==> src/rtl/bus_dma_pkg.sv <==
// Shared definitions for the bus_dma copy engine: FSM encodings, register map
// word indices, CTRL bit positions and the CTRL readback packer.
package bus_dma_pkg;

    localparam logic [1:0] S_IDLE = 2'd0;
    localparam logic [1:0] S_RD   = 2'd1;
    localparam logic [1:0] S_WR   = 2'd2;

    // Word index inside the 16-byte register window (byte offset >> 2).
    localparam logic [1:0] REG_SRC  = 2'd0;
    localparam logic [1:0] REG_DST  = 2'd1;
    localparam logic [1:0] REG_LEN  = 2'd2;
    localparam logic [1:0] REG_CTRL = 2'd3;

    localparam int CTRL_START = 0;
    localparam int CTRL_BUSY  = 0;
    localparam int CTRL_ABORT = 1;
    localparam int CTRL_DONE  = 2;
    localparam int CTRL_ERROR = 3;

    function automatic logic [31:0] pack_ctrl(input logic        busy,
                                              input logic        done,
                                              input logic        err,
                                              input logic [15:0] remaining);
        pack_ctrl = {remaining, 12'h000, err, done, 1'b0, busy};
    endfunction

endpackage

==> src/rtl/bus_dma_if.sv <==
// Device-side register port and host-side initiator port of bus_dma.
interface bus_dma_if;

    // Device port: a request is taken on any edge where (ren|wen)&active; ready
    // pulses for exactly the following cycle with rdata valid. Host port: m_ren /
    // m_wen hold with stable m_addr/m_wdata until m_ready is sampled high, then
    // drop the next cycle; the two requests are never high together.
    logic [31:0] addr;
    logic [31:0] wdata;
    logic [3:0]  wmask;
    logic        wen;
    logic        ren;
    logic [31:0] rdata;
    logic        ready;
    logic        active;

    logic [31:0] m_addr;
    logic [31:0] m_wdata;
    logic [3:0]  m_wmask;
    logic        m_wen;
    logic        m_ren;
    logic [31:0] m_rdata;
    logic        m_ready;

    modport slave (
        input  addr, wdata, wmask, wen, ren,
        output rdata, ready, active,
        output m_addr, m_wdata, m_wmask, m_wen, m_ren,
        input  m_rdata, m_ready
    );

    modport master (
        output addr, wdata, wmask, wen, ren,
        input  rdata, ready, active,
        input  m_addr, m_wdata, m_wmask, m_wen, m_ren,
        output m_rdata, m_ready
    );

endinterface

==> src/rtl/bus_dma_regs.sv <==
// Register window of bus_dma: address decode, registered read/ready response,
// SRC/DST/LEN storage, DONE/ERROR flags and START/ABORT strobes toward the FSM.
module bus_dma_regs
    import bus_dma_pkg::*;
#(
    parameter logic [31:0] BASE_ADDR = 32'h0001_0000
) (
    input  logic        clk,
    input  logic        rst,
    input  logic [31:0] i_addr,
    input  logic [31:0] i_wdata,
    input  logic [3:0]  i_wmask,
    input  logic        i_wen,
    input  logic        i_ren,
    output logic [31:0] o_rdata,
    output logic        o_ready,
    output logic        o_active,
    input  logic        i_busy,
    input  logic [15:0] i_remaining,
    input  logic        i_set_done,
    input  logic        i_set_err,
    output logic [31:0] o_src,
    output logic [31:0] o_dst,
    output logic [15:0] o_len,
    output logic        o_launch,
    output logic        o_abort
);

    logic [31:0] w_off;
    logic [1:0]  w_idx;
    logic        w_wr;
    logic        w_wr_ctrl;
    logic        w_start;
    logic        w_start_zero;
    logic [31:0] w_rd_val;

    logic [31:0] r_src;
    logic [31:0] r_dst;
    logic [15:0] r_len;
    logic        r_done;
    logic        r_err;
    logic        r_ready;
    logic [31:0] r_rdata;

    // Modulo subtraction makes the window test a single unsigned compare.
    assign w_off        = i_addr - BASE_ADDR;
    assign w_idx        = w_off[3:2];
    assign o_active     = (w_off < 32'd16);
    assign w_wr         = i_wen && o_active && (i_wmask == 4'hF);
    assign w_wr_ctrl    = w_wr && (w_idx == REG_CTRL);
    assign w_start      = w_wr_ctrl && i_wdata[CTRL_START] && !i_busy;
    assign w_start_zero = w_start && (r_len == 16'd0);
    assign o_launch     = w_start && (r_len != 16'd0);
    assign o_abort      = w_wr_ctrl && i_wdata[CTRL_ABORT] && i_busy;

    assign o_src   = r_src;
    assign o_dst   = r_dst;
    assign o_len   = r_len;
    assign o_ready = r_ready;
    assign o_rdata = r_rdata;

    always_comb begin
        w_rd_val = 32'd0;
        case (w_idx)
            REG_SRC: w_rd_val = r_src;
            REG_DST: w_rd_val = r_dst;
            REG_LEN: w_rd_val = {16'd0, r_len};
            default: w_rd_val = pack_ctrl(i_busy, r_done, r_err, i_remaining);
        endcase
    end

    always_ff @(posedge clk or posedge rst) begin
        if (rst) begin
            r_src   <= 32'd0;
            r_dst   <= 32'd0;
            r_len   <= 16'd0;
            r_done  <= 1'b0;
            r_err   <= 1'b0;
            r_ready <= 1'b0;
            r_rdata <= 32'd0;
        end else begin
            r_ready <= (i_wen || i_ren) && o_active;
            r_rdata <= (i_ren && o_active) ? w_rd_val : 32'd0;

            if (w_wr && !i_busy) begin
                case (w_idx)
                    REG_SRC: r_src <= {i_wdata[31:2], 2'b00};
                    REG_DST: r_dst <= {i_wdata[31:2], 2'b00};
                    REG_LEN: r_len <= i_wdata[15:0];
                    default: ;
                endcase
            end

            // Later assignments win: clear, then launch, then hardware set.
            if (w_wr_ctrl && i_wdata[CTRL_DONE])  r_done <= 1'b0;
            if (w_wr_ctrl && i_wdata[CTRL_ERROR]) r_err  <= 1'b0;
            if (o_launch) begin
                r_done <= 1'b0;
                r_err  <= 1'b0;
            end
            if (w_start_zero) begin
                r_done <= 1'b1;
                r_err  <= 1'b0;
            end
            if (i_set_done) r_done <= 1'b1;
            if (i_set_err)  r_err  <= 1'b1;
        end
    end

endmodule

==> src/rtl/bus_dma.sv <==
// Single-channel word copy engine: register window on the device side, a
// read-then-write initiator on the host side, with a per-request watchdog.
module bus_dma
    import bus_dma_pkg::*;
#(
    parameter logic [31:0] BASE_ADDR = 32'h0001_0000,
    parameter int          TIMEOUT   = 255
) (
    input  logic       clk,
    input  logic       rst,
    bus_dma_if.slave   bus,
    output logic [1:0] o_dbg_state
);

    localparam int              WD_W    = $clog2(TIMEOUT + 1);
    localparam logic [WD_W-1:0] WD_LAST = WD_W'(TIMEOUT - 1);

    logic [31:0] w_src;
    logic [31:0] w_dst;
    logic [15:0] w_len;
    logic        w_launch;
    logic        w_abort;
    logic        w_busy;
    logic        w_wd_expire;
    logic        w_beat_done;
    logic        w_last;
    logic        w_set_done;
    logic        w_set_err;
    logic [31:0] w_rdata;
    logic        w_ready;
    logic        w_active;

    logic [1:0]      r_state;
    logic [31:0]     r_src;
    logic [31:0]     r_dst;
    logic [15:0]     r_count;
    logic [WD_W-1:0] r_wd;
    logic            r_abort_pend;
    logic [31:0]     r_m_addr;
    logic [31:0]     r_m_wdata;
    logic [3:0]      r_m_wmask;
    logic            r_m_ren;
    logic            r_m_wen;

    bus_dma_regs #(
        .BASE_ADDR (BASE_ADDR)
    ) u_regs (
        .clk         (clk),
        .rst         (rst),
        .i_addr      (bus.addr),
        .i_wdata     (bus.wdata),
        .i_wmask     (bus.wmask),
        .i_wen       (bus.wen),
        .i_ren       (bus.ren),
        .o_rdata     (w_rdata),
        .o_ready     (w_ready),
        .o_active    (w_active),
        .i_busy      (w_busy),
        .i_remaining (r_count),
        .i_set_done  (w_set_done),
        .i_set_err   (w_set_err),
        .o_src       (w_src),
        .o_dst       (w_dst),
        .o_len       (w_len),
        .o_launch    (w_launch),
        .o_abort     (w_abort)
    );

    assign bus.rdata   = w_rdata;
    assign bus.ready   = w_ready;
    assign bus.active  = w_active;
    assign bus.m_addr  = r_m_addr;
    assign bus.m_wdata = r_m_wdata;
    assign bus.m_wmask = r_m_wmask;
    assign bus.m_ren   = r_m_ren;
    assign bus.m_wen   = r_m_wen;
    assign o_dbg_state = r_state;

    assign w_busy      = (r_state != S_IDLE);
    assign w_wd_expire = w_busy && !bus.m_ready && (r_wd == WD_LAST);
    assign w_beat_done = (r_state == S_WR) && bus.m_ready;
    // An abort arriving on the very edge the write completes still ends the run.
    assign w_last      = (r_count == 16'd1) || r_abort_pend || w_abort;
    assign w_set_done  = w_beat_done && w_last;
    assign w_set_err   = w_wd_expire;

    always_ff @(posedge clk or posedge rst) begin
        if (rst) begin
            r_state      <= S_IDLE;
            r_src        <= 32'd0;
            r_dst        <= 32'd0;
            r_count      <= 16'd0;
            r_wd         <= '0;
            r_abort_pend <= 1'b0;
            r_m_addr     <= 32'd0;
            r_m_wdata    <= 32'd0;
            r_m_wmask    <= 4'h0;
            r_m_ren      <= 1'b0;
            r_m_wen      <= 1'b0;
        end else begin
            if (w_abort) r_abort_pend <= 1'b1;

            case (r_state)
                S_IDLE: begin
                    if (w_launch) begin
                        r_state      <= S_RD;
                        r_src        <= w_src;
                        r_dst        <= w_dst;
                        r_count      <= w_len;
                        r_wd         <= '0;
                        r_abort_pend <= 1'b0;
                        r_m_addr     <= w_src;
                        r_m_wmask    <= 4'h0;
                        r_m_ren      <= 1'b1;
                    end
                end

                S_RD: begin
                    if (bus.m_ready) begin
                        r_state   <= S_WR;
                        r_wd      <= '0;
                        r_m_wdata <= bus.m_rdata;
                        r_m_addr  <= r_dst;
                        r_m_wmask <= 4'hF;
                        r_m_ren   <= 1'b0;
                        r_m_wen   <= 1'b1;
                    end else if (w_wd_expire) begin
                        r_state      <= S_IDLE;
                        r_wd         <= '0;
                        r_abort_pend <= 1'b0;
                        r_m_ren      <= 1'b0;
                    end else begin
                        r_wd <= r_wd + 1'b1;
                    end
                end

                S_WR: begin
                    if (bus.m_ready) begin
                        r_wd      <= '0;
                        r_src     <= r_src + 32'd4;
                        r_dst     <= r_dst + 32'd4;
                        r_count   <= r_count - 16'd1;
                        r_m_wen   <= 1'b0;
                        r_m_wmask <= 4'h0;
                        if (w_last) begin
                            r_state      <= S_IDLE;
                            r_abort_pend <= 1'b0;
                        end else begin
                            r_state  <= S_RD;
                            r_m_addr <= r_src + 32'd4;
                            r_m_ren  <= 1'b1;
                        end
                    end else if (w_wd_expire) begin
                        r_state      <= S_IDLE;
                        r_wd         <= '0;
                        r_abort_pend <= 1'b0;
                        r_m_wen      <= 1'b0;
                        r_m_wmask    <= 4'h0;
                    end else begin
                        r_wd <= r_wd + 1'b1;
                    end
                end

                default: begin
                    r_state <= S_IDLE;
                    r_m_ren <= 1'b0;
                    r_m_wen <= 1'b0;
                end
            endcase
        end
    end

endmodule
==> src/flat_wrapper.sv <==
// flat-port wrapper written by rule: the top's interface ports become plain ports
module bus_dma_flat import bus_dma_pkg::*;
#(
    parameter logic [31:0] BASE_ADDR = 32'h0001_0000,
    parameter int          TIMEOUT   = 255
)
  (clk, rst, o_dbg_state, bus_addr, bus_wdata, bus_wmask, bus_wen, bus_ren, bus_rdata, bus_ready, bus_active, bus_m_addr, bus_m_wdata, bus_m_wmask, bus_m_wen, bus_m_ren, bus_m_rdata, bus_m_ready);
  bus_dma_if bus_i ();
  input  logic clk;
  input  logic rst;
  output logic [1:0] o_dbg_state;
  input wire logic [$bits(bus_i.addr)-1:0] bus_addr;
  input wire logic [$bits(bus_i.wdata)-1:0] bus_wdata;
  input wire logic [$bits(bus_i.wmask)-1:0] bus_wmask;
  input wire logic [$bits(bus_i.wen)-1:0] bus_wen;
  input wire logic [$bits(bus_i.ren)-1:0] bus_ren;
  output wire logic [$bits(bus_i.rdata)-1:0] bus_rdata;
  output wire logic [$bits(bus_i.ready)-1:0] bus_ready;
  output wire logic [$bits(bus_i.active)-1:0] bus_active;
  output wire logic [$bits(bus_i.m_addr)-1:0] bus_m_addr;
  output wire logic [$bits(bus_i.m_wdata)-1:0] bus_m_wdata;
  output wire logic [$bits(bus_i.m_wmask)-1:0] bus_m_wmask;
  output wire logic [$bits(bus_i.m_wen)-1:0] bus_m_wen;
  output wire logic [$bits(bus_i.m_ren)-1:0] bus_m_ren;
  input wire logic [$bits(bus_i.m_rdata)-1:0] bus_m_rdata;
  input wire logic [$bits(bus_i.m_ready)-1:0] bus_m_ready;
  assign bus_i.addr = bus_addr;
  assign bus_i.wdata = bus_wdata;
  assign bus_i.wmask = bus_wmask;
  assign bus_i.wen = bus_wen;
  assign bus_i.ren = bus_ren;
  assign bus_rdata = bus_i.rdata;
  assign bus_ready = bus_i.ready;
  assign bus_active = bus_i.active;
  assign bus_m_addr = bus_i.m_addr;
  assign bus_m_wdata = bus_i.m_wdata;
  assign bus_m_wmask = bus_i.m_wmask;
  assign bus_m_wen = bus_i.m_wen;
  assign bus_m_ren = bus_i.m_ren;
  assign bus_i.m_rdata = bus_m_rdata;
  assign bus_i.m_ready = bus_m_ready;
  bus_dma #(.BASE_ADDR(BASE_ADDR), .TIMEOUT(TIMEOUT)) u_core (.clk(clk), .rst(rst), .bus(bus_i), .o_dbg_state(o_dbg_state));
endmodule
==> config.mk <==
export PLATFORM = sky130hd
export DESIGN_NAME = bus_dma_flat
export DESIGN_NICKNAME = d
export VERILOG_FILES = /design/src/rtl/bus_dma_pkg.sv /design/src/rtl/bus_dma_if.sv /design/src/rtl/bus_dma_regs.sv /design/src/rtl/bus_dma.sv /design/src/flat_wrapper.sv
export SDC_FILE = /design/constraint.sdc
export NUM_CORES = 1
export LEC_CHECK = 0
export BUFFER_PORTS_ARGS = -buffer_cell sky130_fd_sc_hd__buf_2
export CAP_MARGIN = 10
export CORE_MARGIN = 2
export CORE_UTILIZATION = 50
export DETAILED_ROUTE_END_ITERATION = 8
export GPL_ROUTABILITY_DRIVEN = 0
export PLACE_DENSITY = 0.72
export SYNTH_ARGS = -nofsm -noshare
export SYNTH_HDL_FRONTEND = slang
export SYNTH_HIERARCHICAL = 1
export SYNTH_SLANG_ARGS = --single-unit
==> constraint.sdc <==
create_clock -name clk -period 5.6 [get_ports clk]
set_input_delay 1.68 -clock clk [delete_from_list [all_inputs] [get_ports clk]]
set_output_delay 1.68 -clock clk [all_outputs]
set_load 0.02 [all_outputs]
==> flow_summary.toml, run 1 <==
[final_layout]
syn2layout_area_growth_pct = 16.0
layout_common_cells = "269 x dfrtp_1, 208 x buf_2, 172 x nand2_1, 158 x a21oi_1, 142 x nor2_1"
final_nets = 1702
drive_above_1_share_pct = 25.5
final_common_cell = "dfrtp_1"
design_area_sq_um = 15900
n_antenna_cell = 0

[setup_path]
max_stage_delay_ps = 380
crit_top_cell = "buf_2"
path_max_fanout = 8
path_cells = "buf_2 -> nor4_1 -> nand2_1 -> a2111oi_4 -> buf_4 -> and2_2 -> buf_2"
endpoint_kind = "primary output"
startpoint_type = "input pin"
required_ps = 3920
crit_arrival_ps = 3200
crit_buf_inv = 3
cp_top_family = "simple AND/OR/NAND/NOR gates"
crit_type = "in2out"
slowest_stage = "nor4_1"

[cts]
cts_root_buffer = "clkbuf_16"
post_cts_buffers = 0
cts_tree = "done"
htreeDepth = 1
clk_latency_ps = 560
clk_pin_slew_ps = 60
cts-buffers-inserted = 30
cts_max_path_buffers = 3
ctsResizeCount = 0
cts_num_sinks = 269
hold_buffers = 0

[grt]
grt_use_total_pct = 26.2
grt_pass1_wl_um = 60300
grt-ovfl-total = 0
grt_pass1_vias = 11200
busiest_layer = "met2"
grtUsageMet3_pct = 3.57
use_met1_pct = 37.8
grt_max_degree = 159
use_met2_pct = 40.3
antenna_found_initial = 0

[placed_design]
dp_hpwl_um = 26100
place_area_sq_um = 14900
port-buffer-count = 208

[synthesis]
synth_ff_type = "dfrtp_1"
ys_top_cells_by_area = "dfrtp_1 49%, mux2_2 9.0%, a21oi_1 5.8%"
async_flop_share_pct = 100
ys_seq_elements = 269
synth_top_cell_by_area = "dfrtp_1"
synth-seq-area-share_pct = 49.2
netlist_area_sq_um = 13700
syn_inst = 1420
synth_warnings = 6
ys_types = 67
synth.avg_cell_area_sq_um = 9.64
synth_edf_count = 0
yosysTopAreaCellShare_pct = 49.2

[floorplan]
die_x_um = 169
core_area_sq_um = 27000
io_pins = 211
fp-row-count = 60
dieArea_sq_um = 28700
die_y_um = 169
initial_core_util_pct = 50.8

[sta]
slew-limit-headroom_pct = 32.2
rsz0062_at_grt = "no"
final-hold-violation-count = 0
fmax_ghz = 0.205
finalSetupViolCount = 0
period_needed_ps = 4880
worstMarginPinSlew_ps = 1010
tns_ps = 0
finalMaxSlewViolations = 0
fin_worst_skew_ps = 17.2
period_share_pct = 87.1

[worst_hold_path]
min_path_type = "reg2reg"

[pwr]
power_leakage_nw = 7.31
power_density_nw_per_um2 = 250
ir_drop_uv = 200

[detailed_routing]
via_per_inst = 5.96
drt_iter0_markers = 1010
num_vias = 11600
drc_errors = 0
wirelength_um = 37700
antenna_left = 0
wl_per_cell_um = 19.3
dr.pass1.iters = 5

[flow_run]
cap_violations = 0

[status]
status = "complete, no violations"
-- where the power goes --
group          internal [mW]  switching, mW  total [mW]
clock network           1.12          0.786        1.90
registers               1.94       0.000178        1.94
logic                 0.0398         0.0797       0.120
-- sequential cells by signal (all words and copies together) (netlist names), 30 cells and up --
| register | flops |
|---|---|
| u_core/r_src | 32 |
| u_core/u_regs/o_rdata | 32 |
| u_core/u_regs/o_dst | 30 |
| u_core/bus.m_addr | 32 |
| u_core/r_dst | 32 |
| u_core/bus.m_wdata | 32 |
| u_core/u_regs/o_src | 30 |
-- kinds of logic after synthesis --
family                   share of synthesized area [%]
AND/OR/NAND/NOR                                   16.1
AO/OA/AOI/OAI                                     15.9
flip-flops                                        49.2
multiplexers                                      12.0
buffers and inverters                             4.10
XOR/XNOR                                          1.73
adder cells (fa/ha/maj)                           1.01
other                                           0.0274
-- synth_stat cells, types with 5 or more instances --
cell and count:
buf_1 14, o21ai_0 62, o22ai_1 55, nand2_1 172, a211oi_1 5, xnor2_1 24
clkbuf_1 62, nor2b_1 8, mux2i_1 37, and3_1 14, mux2_2 109, buf_6 8
ha_1 11, inv_1 21, nor3_1 15, a22oi_1 8, dfrtp_1 269, o31ai_1 22
buf_4 9, o22a_1 5, a2bb2oi_1 8, nand4_1 27, a21oi_1 158, nor4_1 11
a21o_1 7, and2_1 7, buf_2 8, nor2_1 142, nand2b_1 6, or3_1 6
nand3_1 47, o211ai_1 7
-- routing by layer --
| layer | up-vias | share of wire (%) |
|---|---|---|
| li1 | 5417 | - |
| met1 | 5641 | 45 |
| met2 | 473 | 45 |
| met3 | 85 | 6.6 |
| met4 | 0 | 3.8 |
| met5 | - | 0 |
-- worst paths after layout --
kind	start	to	slack, ps	depth (start not counted)
worst max-delay path	bus_addr[24]	bus_active	720	7
max in group asynchronous	rst	u_core/u_regs/o_rdata[24]	3190	3
worst min-delay path	u_core/bus.m_addr[21]	u_core/bus.m_addr[21]	470	2
min in group asynchronous	rst	u_core/u_regs/o_rdata[15]	1350	2
worst min register to register	u_core/bus.m_addr[21]	u_core/bus.m_addr[21]	470	2
worst max register to register	u_core/o_dbg_state[0]	u_core/bus.m_addr[24]	1740	10
-- per-stage QoR --
step / setup slack, ps / cells / hold slack (ps) / total power [mW] / util, %
after floorplan: 940 / 1423 / 438 / 2.04 / -
after global placement: 541 / 1895 / 459 / 2.10 / 55.4
after detailed placement: 486 / 1895 / 463 / 2.10 / 55.4
after CTS: 723 / 1950 / 475 / 4.00 / 59.0
after global routing: 569 / 1950 / 494 / 4.10 / 59.0
final: 724 / 1950 / 468 / 3.97 / 59.0
-- final cells by class --
type	count	area, sq um
inverter	21	85.1
timing repair buffer	232	1250
fill	2271	11100
sequential	269	6730
multi-input combinational	1032	6440
clock buffer	42	826
clock inverter	13	129
tap	341	427
-- tightest hold or removal path, stage by stage, from the launching register on --
cell and delay (ps):
dfrtp_1 340, nand2_1 50, o31ai_1 50
No activity file was read; power rests on OpenSTA's default activity.
==> run 2: changes to the inputs <==
--- a/config.mk
+++ b/config.mk
@@ -14,5 +14,4 @@
 export PLACE_DENSITY = 0.72
 export SYNTH_ARGS = -nofsm -noshare
 export SYNTH_HDL_FRONTEND = slang
-export SYNTH_HIERARCHICAL = 1
 export SYNTH_SLANG_ARGS = --single-unit
==> run 2 against run 1 <==
Cell count fell by 1.7%; sequential share of layout area is 1.5 points lower; non-clock buffer count rose by 3; count of clock-buffer cells in the layout is 10 lower; combinational power increased by 9%; critical endpoint unchanged; flip-flop and latch count shrank 5.
==> flow_summary.toml, run 2 <==
[status]
status = "complete, no violations"

[cts]
post_cts_buffers = 0
hold_buffers = 0
cts-buffers-inserted = 29
cts_root_buffer = "clkbuf_16"
ctsResizeCount = 0
clk_latency_ps = 570
cts_max_path_buffers = 3
htreeDepth = 1
clk_pin_slew_ps = 60
cts_num_sinks = 264
cts_tree = "done"

[placed_design]
place_inst = 1864
port-buffer-count = 208
dp_hpwl_um = 26600
place_area_sq_um = 15000

[detailed_routing]
via_per_inst = 6.11
drc_errors = 0
wirelength_um = 39000
num_vias = 11700
drt_iter0_markers = 919
dr.pass1.iters = 5
wl_per_cell_um = 20.3
antenna_left = 0

[pwr]
comb_power_share_pct = 3.1
sw_frac_of_total_pct = 21.4
switchingPower_mw = 0.917
power_density_nw_per_um2 = 265
pwr-share-seq_pct = 44.6
internal-power_mw = 3.36
pwr-share-clk_pct = 52.4
ir_drop_uv = 260
power_leakage_nw = 7.60

[grt]
grt_use_total_pct = 27.3
grt-ovfl-total = 0
grt_pass1_vias = 11600
antenna_found_initial = 0
grt_max_degree = 107
grt_pass1_wl_um = 62800

[synthesis]
yosysTopAreaCellShare_pct = 48.3
synth_edf_count = 0
netlist_area_sq_um = 13700
ys_top_cells_by_area = "dfrtp_1 48%, mux2_2 13%, a21oi_1 4.4%"
synth_warnings = 0
synth_common_cells = "264 x dfrtp_1, 155 x mux2_2, 141 x nor2_1"
synth_top_cell_by_area = "dfrtp_1"
ys_seq_elements = 264
synth.avg_cell_area_sq_um = 9.87
async_flop_share_pct = 100
ys_types = 61
synth_ff_type = "dfrtp_1"
yosysMostFrequentCell = "dfrtp_1"
synth-seq-area-share_pct = 48.3
syn_inst = 1384
syn_nets = 1499

[setup_path]
path_max_fanout = 3
endpoint_kind = "primary output"
startpoint_type = "input pin"
crit_type = "in2out"
required_ps = 3920
crit_arrival_ps = 3310

[floorplan]
io_pins = 211
die_x_um = 169
die_y_um = 169
dieArea_sq_um = 28700
fp-row-count = 60
initial_core_util_pct = 50.8
core_area_sq_um = 26900

[sta]
tns_ps = 0
final-hold-violation-count = 0
period_needed_ps = 4990
rsz0062_at_grt = "no"
period_share_pct = 89.1
slew-limit-headroom_pct = 22.9
finalSetupViolCount = 0
fin_worst_skew_ps = 10.1
fmax_ghz = 0.200
finalMaxSlewViolations = 0
worstMarginPinSlew_ps = 1160

[final_layout]
layout_common_cells = "264 x dfrtp_1, 208 x buf_2, 155 x mux2_2, 141 x nor2_1, 118 x a21oi_1"
syn2layout_area_growth_pct = 18.2
fill_cells = 2298
design_area_sq_um = 16100
final_common_cell = "dfrtp_1"
drive_above_1_share_pct = 30.1
n_antenna_cell = 0
final_nets = 1669
stdcell_count = 1917

[worst_hold_path]
min_path_type = "reg2reg"

[flow_run]
cap_violations = 0
[run 2: cell types whose count changed after synthesis, sizes merged, moves of 18 or more]
cell   before  now
nand2     172  108
a31oi       4   24
mux2i      37   19
a22oi       8   33
mux2      109  157
a21oi     158  119
o22ai      55   37
[run 2: cell families (layout without fill, tap and decap cells)]
kind of cell             count (synthesis)  after routing  synth area share (%)
AND/OR/NAND/NOR                        452            452                  15.9
flip-flops                             264            264                  48.3
multiplexers                           178            178                  14.7
adder cells (fa/ha/maj)                 10             10                 0.916
buffers and inverters                  118            310                  3.52
AO/OA/AOI/OAI                          336            336                  15.0
XOR/XNOR                                26             26                  1.67
[run 2: area by class of cell]
cell class,count,area (sq um),share of cell area [%]
clock inverters,21,363,2.25
flip-flops and latches,264,6610,40.9
multi-input cells,1002,6630,41.1
repair buffers,235,1270,7.86
clock buffers,32,767,4.75
inverters,22,86.3,0.535
well taps,341,427,2.64
[run 2: stage by stage]
step	hold WS (ps)	utilization (%)	total power, mW	setup slack, ps
2_1_floorplan	450	-	2.00	436
3_3_place_gp	462	55.9	2.07	606
3_5_place_dp	471	55.9	2.07	609
4_1_cts	484	60.1	4.32	606
5_1_grt	501	60.1	4.40	570
6_report	477	60.1	4.28	609
[run 2: path summary, 6_finish.rpt]
kind                                            start                 endpoint  slack (ps)  cells after the start
min in group asynchronous                         rst           u_core.r_wd[2]        1250                      2
max in group asynchronous                         rst  u_core.u_regs.o_len[11]        3310                      3
worst max-delay path                     bus_addr[23]               bus_active         610                      5
worst min register to register  u_core.bus.m_addr[25]    u_core.bus.m_addr[25]         480                      1
worst min-delay path            u_core.bus.m_addr[25]    u_core.bus.m_addr[25]         480                      1
worst max register to register  u_core.o_dbg_state[0]    u_core.bus.m_addr[19]        2040                     10
[run 2: critical path, cell delays in order]
cell	delay, ps
buf_2	110
or4_4	530
or3_1	360
a2111oi_4	400
buf_2	240
[run 2: power by group through the flow]
stage / sequential [mW] / clock [mW] / combinational (mW)
after detailed placement: 1.94 / 0 / 0.132
final: 1.91 / 2.24 / 0.131
after global routing: 1.91 / 2.34 / 0.146
after floorplan: 1.94 / 0 / 0.0606
after global placement: 1.94 / 0 / 0.130
after CTS: 1.91 / 2.28 / 0.133
[run 2: metal layers]
| layer | GRT usage, % | wire [um] | vias to the layer above | share of wire, % |
|---|---|---|---|---|
| met4 | 10.3 | 1310 | 0 | 3.4 |
| met2 | 44.9 | 18500 | 461 | 47 |
| met5 | 0 | 0 | - | 0 |
| li1 | - | - | 5388 | - |
| met1 | 37.2 | 16800 | 5771 | 43 |
| met3 | 3.47 | 2450 | 89 | 6.3 |
==> run 3: changes to the inputs <==
--- a/config.mk
+++ b/config.mk
@@ -11,6 +11,7 @@
 export CORE_UTILIZATION = 50
 export DETAILED_ROUTE_END_ITERATION = 8
 export GPL_ROUTABILITY_DRIVEN = 0
+export GPL_TIMING_DRIVEN = 0
 export PLACE_DENSITY = 0.72
 export SYNTH_ARGS = -nofsm -noshare
 export SYNTH_HDL_FRONTEND = slang
==> run 3 against run 2 <==
Wire length increased by 20%; cell count increased by 3.8%; core utilization up 0.40 points; register-to-register slack worse by 600 ps; flip-flop and latch count stayed put; largest cell class is now sequential cells.
==> flow_summary.toml, run 3 (same netlist as run 2, synthesis figures left out) <==
[status]
status = "complete, no violations"

[floorplan]
core_area_sq_um = 26900
io_pins = 211
die_y_um = 169
dieArea_sq_um = 28700
initial_core_util_pct = 50.8
fp-row-count = 60
die_x_um = 169

[flow_run]
cap_violations = 0

[sta]
worstMarginPinSlew_ps = 1060
final-hold-violation-count = 0
period_share_pct = 95.9
holdWs_ps = 478
period_needed_ps = 5370
finalMaxSlewViolations = 0
setup_ws_ps = 231
fmax_ghz = 0.186
finalSetupViolCount = 0
rsz0062_at_grt = "no"
slew-limit-headroom_pct = 29.7
fin_worst_skew_ps = 17.7

[setup_path]
path_max_fanout = 9
crit_arrival_ps = 3690
required_ps = 3920
startpoint_type = "input pin"
crit_type = "in2out"
endpoint_kind = "primary output"

[grt]
grtUsageMet3_pct = 8.02
grt_max_degree = 42
use_met2_pct = 50.2
grt_pass1_wl_um = 72100
grt_pass1_vias = 12600
use_met1_pct = 42.6
busiest_layer = "met2"
antenna_found_initial = 0
grt-ovfl-total = 0
grt_use_total_pct = 32.8

[detailed_routing]
via_per_inst = 6.44
num_vias = 12800
drt_iter0_markers = 1805
antenna_left = 0
wirelength_um = 47000
dr.pass1.iters = 6
wl_per_cell_um = 23.6
drc_errors = 0

[cts]
hold_buffers = 0
clk_latency_ps = 570
cts-buffers-inserted = 29
clk_pin_slew_ps = 60
ctsResizeCount = 0
cts_num_sinks = 264
cts_root_buffer = "clkbuf_16"
htreeDepth = 1
post_cts_buffers = 0
cts_max_path_buffers = 3
cts_tree = "done"

[placed_design]
dp_hpwl_um = 33600
place_area_sq_um = 15300
port-buffer-count = 206
place_inst = 1939
pre_cts_ws_ps = 116

[final_layout]
multi_input_area_sq_um = 6580
syn2layout_area_growth_pct = 18.9
layout_common_cells = "264 x dfrtp_1, 218 x buf_2, 155 x mux2_2, 141 x nor2_1, 119 x a21oi_1"
fill_cells = 2323
final_nets = 1744
stdcell_count = 1989
seqCellArea_sq_um = 6610
drive_above_1_share_pct = 27.9
final_common_cell = "dfrtp_1"
design_area_sq_um = 16300
n_antenna_cell = 0

[worst_hold_path]
min_path_type = "reg2reg"

[pwr]
power_leakage_nw = 7.63
power_density_nw_per_um2 = 246
ir_drop_uv = 204
total_power_mw = 4.00
==> run 3: stage by stage <==
step / setup TNS [ps] / utilization [%]
6_report: 0 / 60.5
5_1_grt: 0 / 60.5
4_1_cts: 0 / 60.5
3_5_place_dp: 0 / 56.9
3_3_place_gp: -317960 / 56.3
2_1_floorplan: 0 / -
==> run 3: area by class of cell <==
| class | count | share of cell area [%] |
|---|---|---|
| buffer | 96 | 2.45 |
| clock buffer | 35 | 4.85 |
| clock inverter | 15 | 1.05 |
| inverter | 22 | 0.531 |
| multi-input combinational | 1002 | 40.5 |
| sequential | 264 | 40.6 |
| tap | 341 | 2.63 |
| timing repair buffer | 214 | 7.37 |
==> run 3: power by group <==
group          internal [mW]  switching, mW
clock                   1.14          0.814
combinational         0.0527         0.0908
sequential              1.91  0.00000000168
total                   3.10          0.905
==> run 3: worst max-delay path, cell delays in order <==
cell	delay, ps
buf_2	100
or4_4	530
or3_1	360
a2111oi_4	710
buf_2	290
==> run 3: final timing paths <==
kind	from	depth (start not counted)	slack, ps	end
max	bus_addr[23]	5	230	bus_active
min	u_core.bus.m_addr[25]	1	480	u_core.bus.m_addr[25]
max reg2reg	u_core.o_dbg_state[0]	10	1440	u_core.r_dst[18]
min reg2reg	u_core.bus.m_addr[25]	1	480	u_core.bus.m_addr[25]
max in group asynchronous	rst	6	3430	u_core.bus.m_wdata[24]
min in group asynchronous	rst	2	990	u_core.r_wd[0]
==> run 3: metal layers <==
metal	share of wire [%]	wire length, um
met5	0	0
met4	6.4	3020
met3	12	5550
met2	44	20500
met1	38	17900
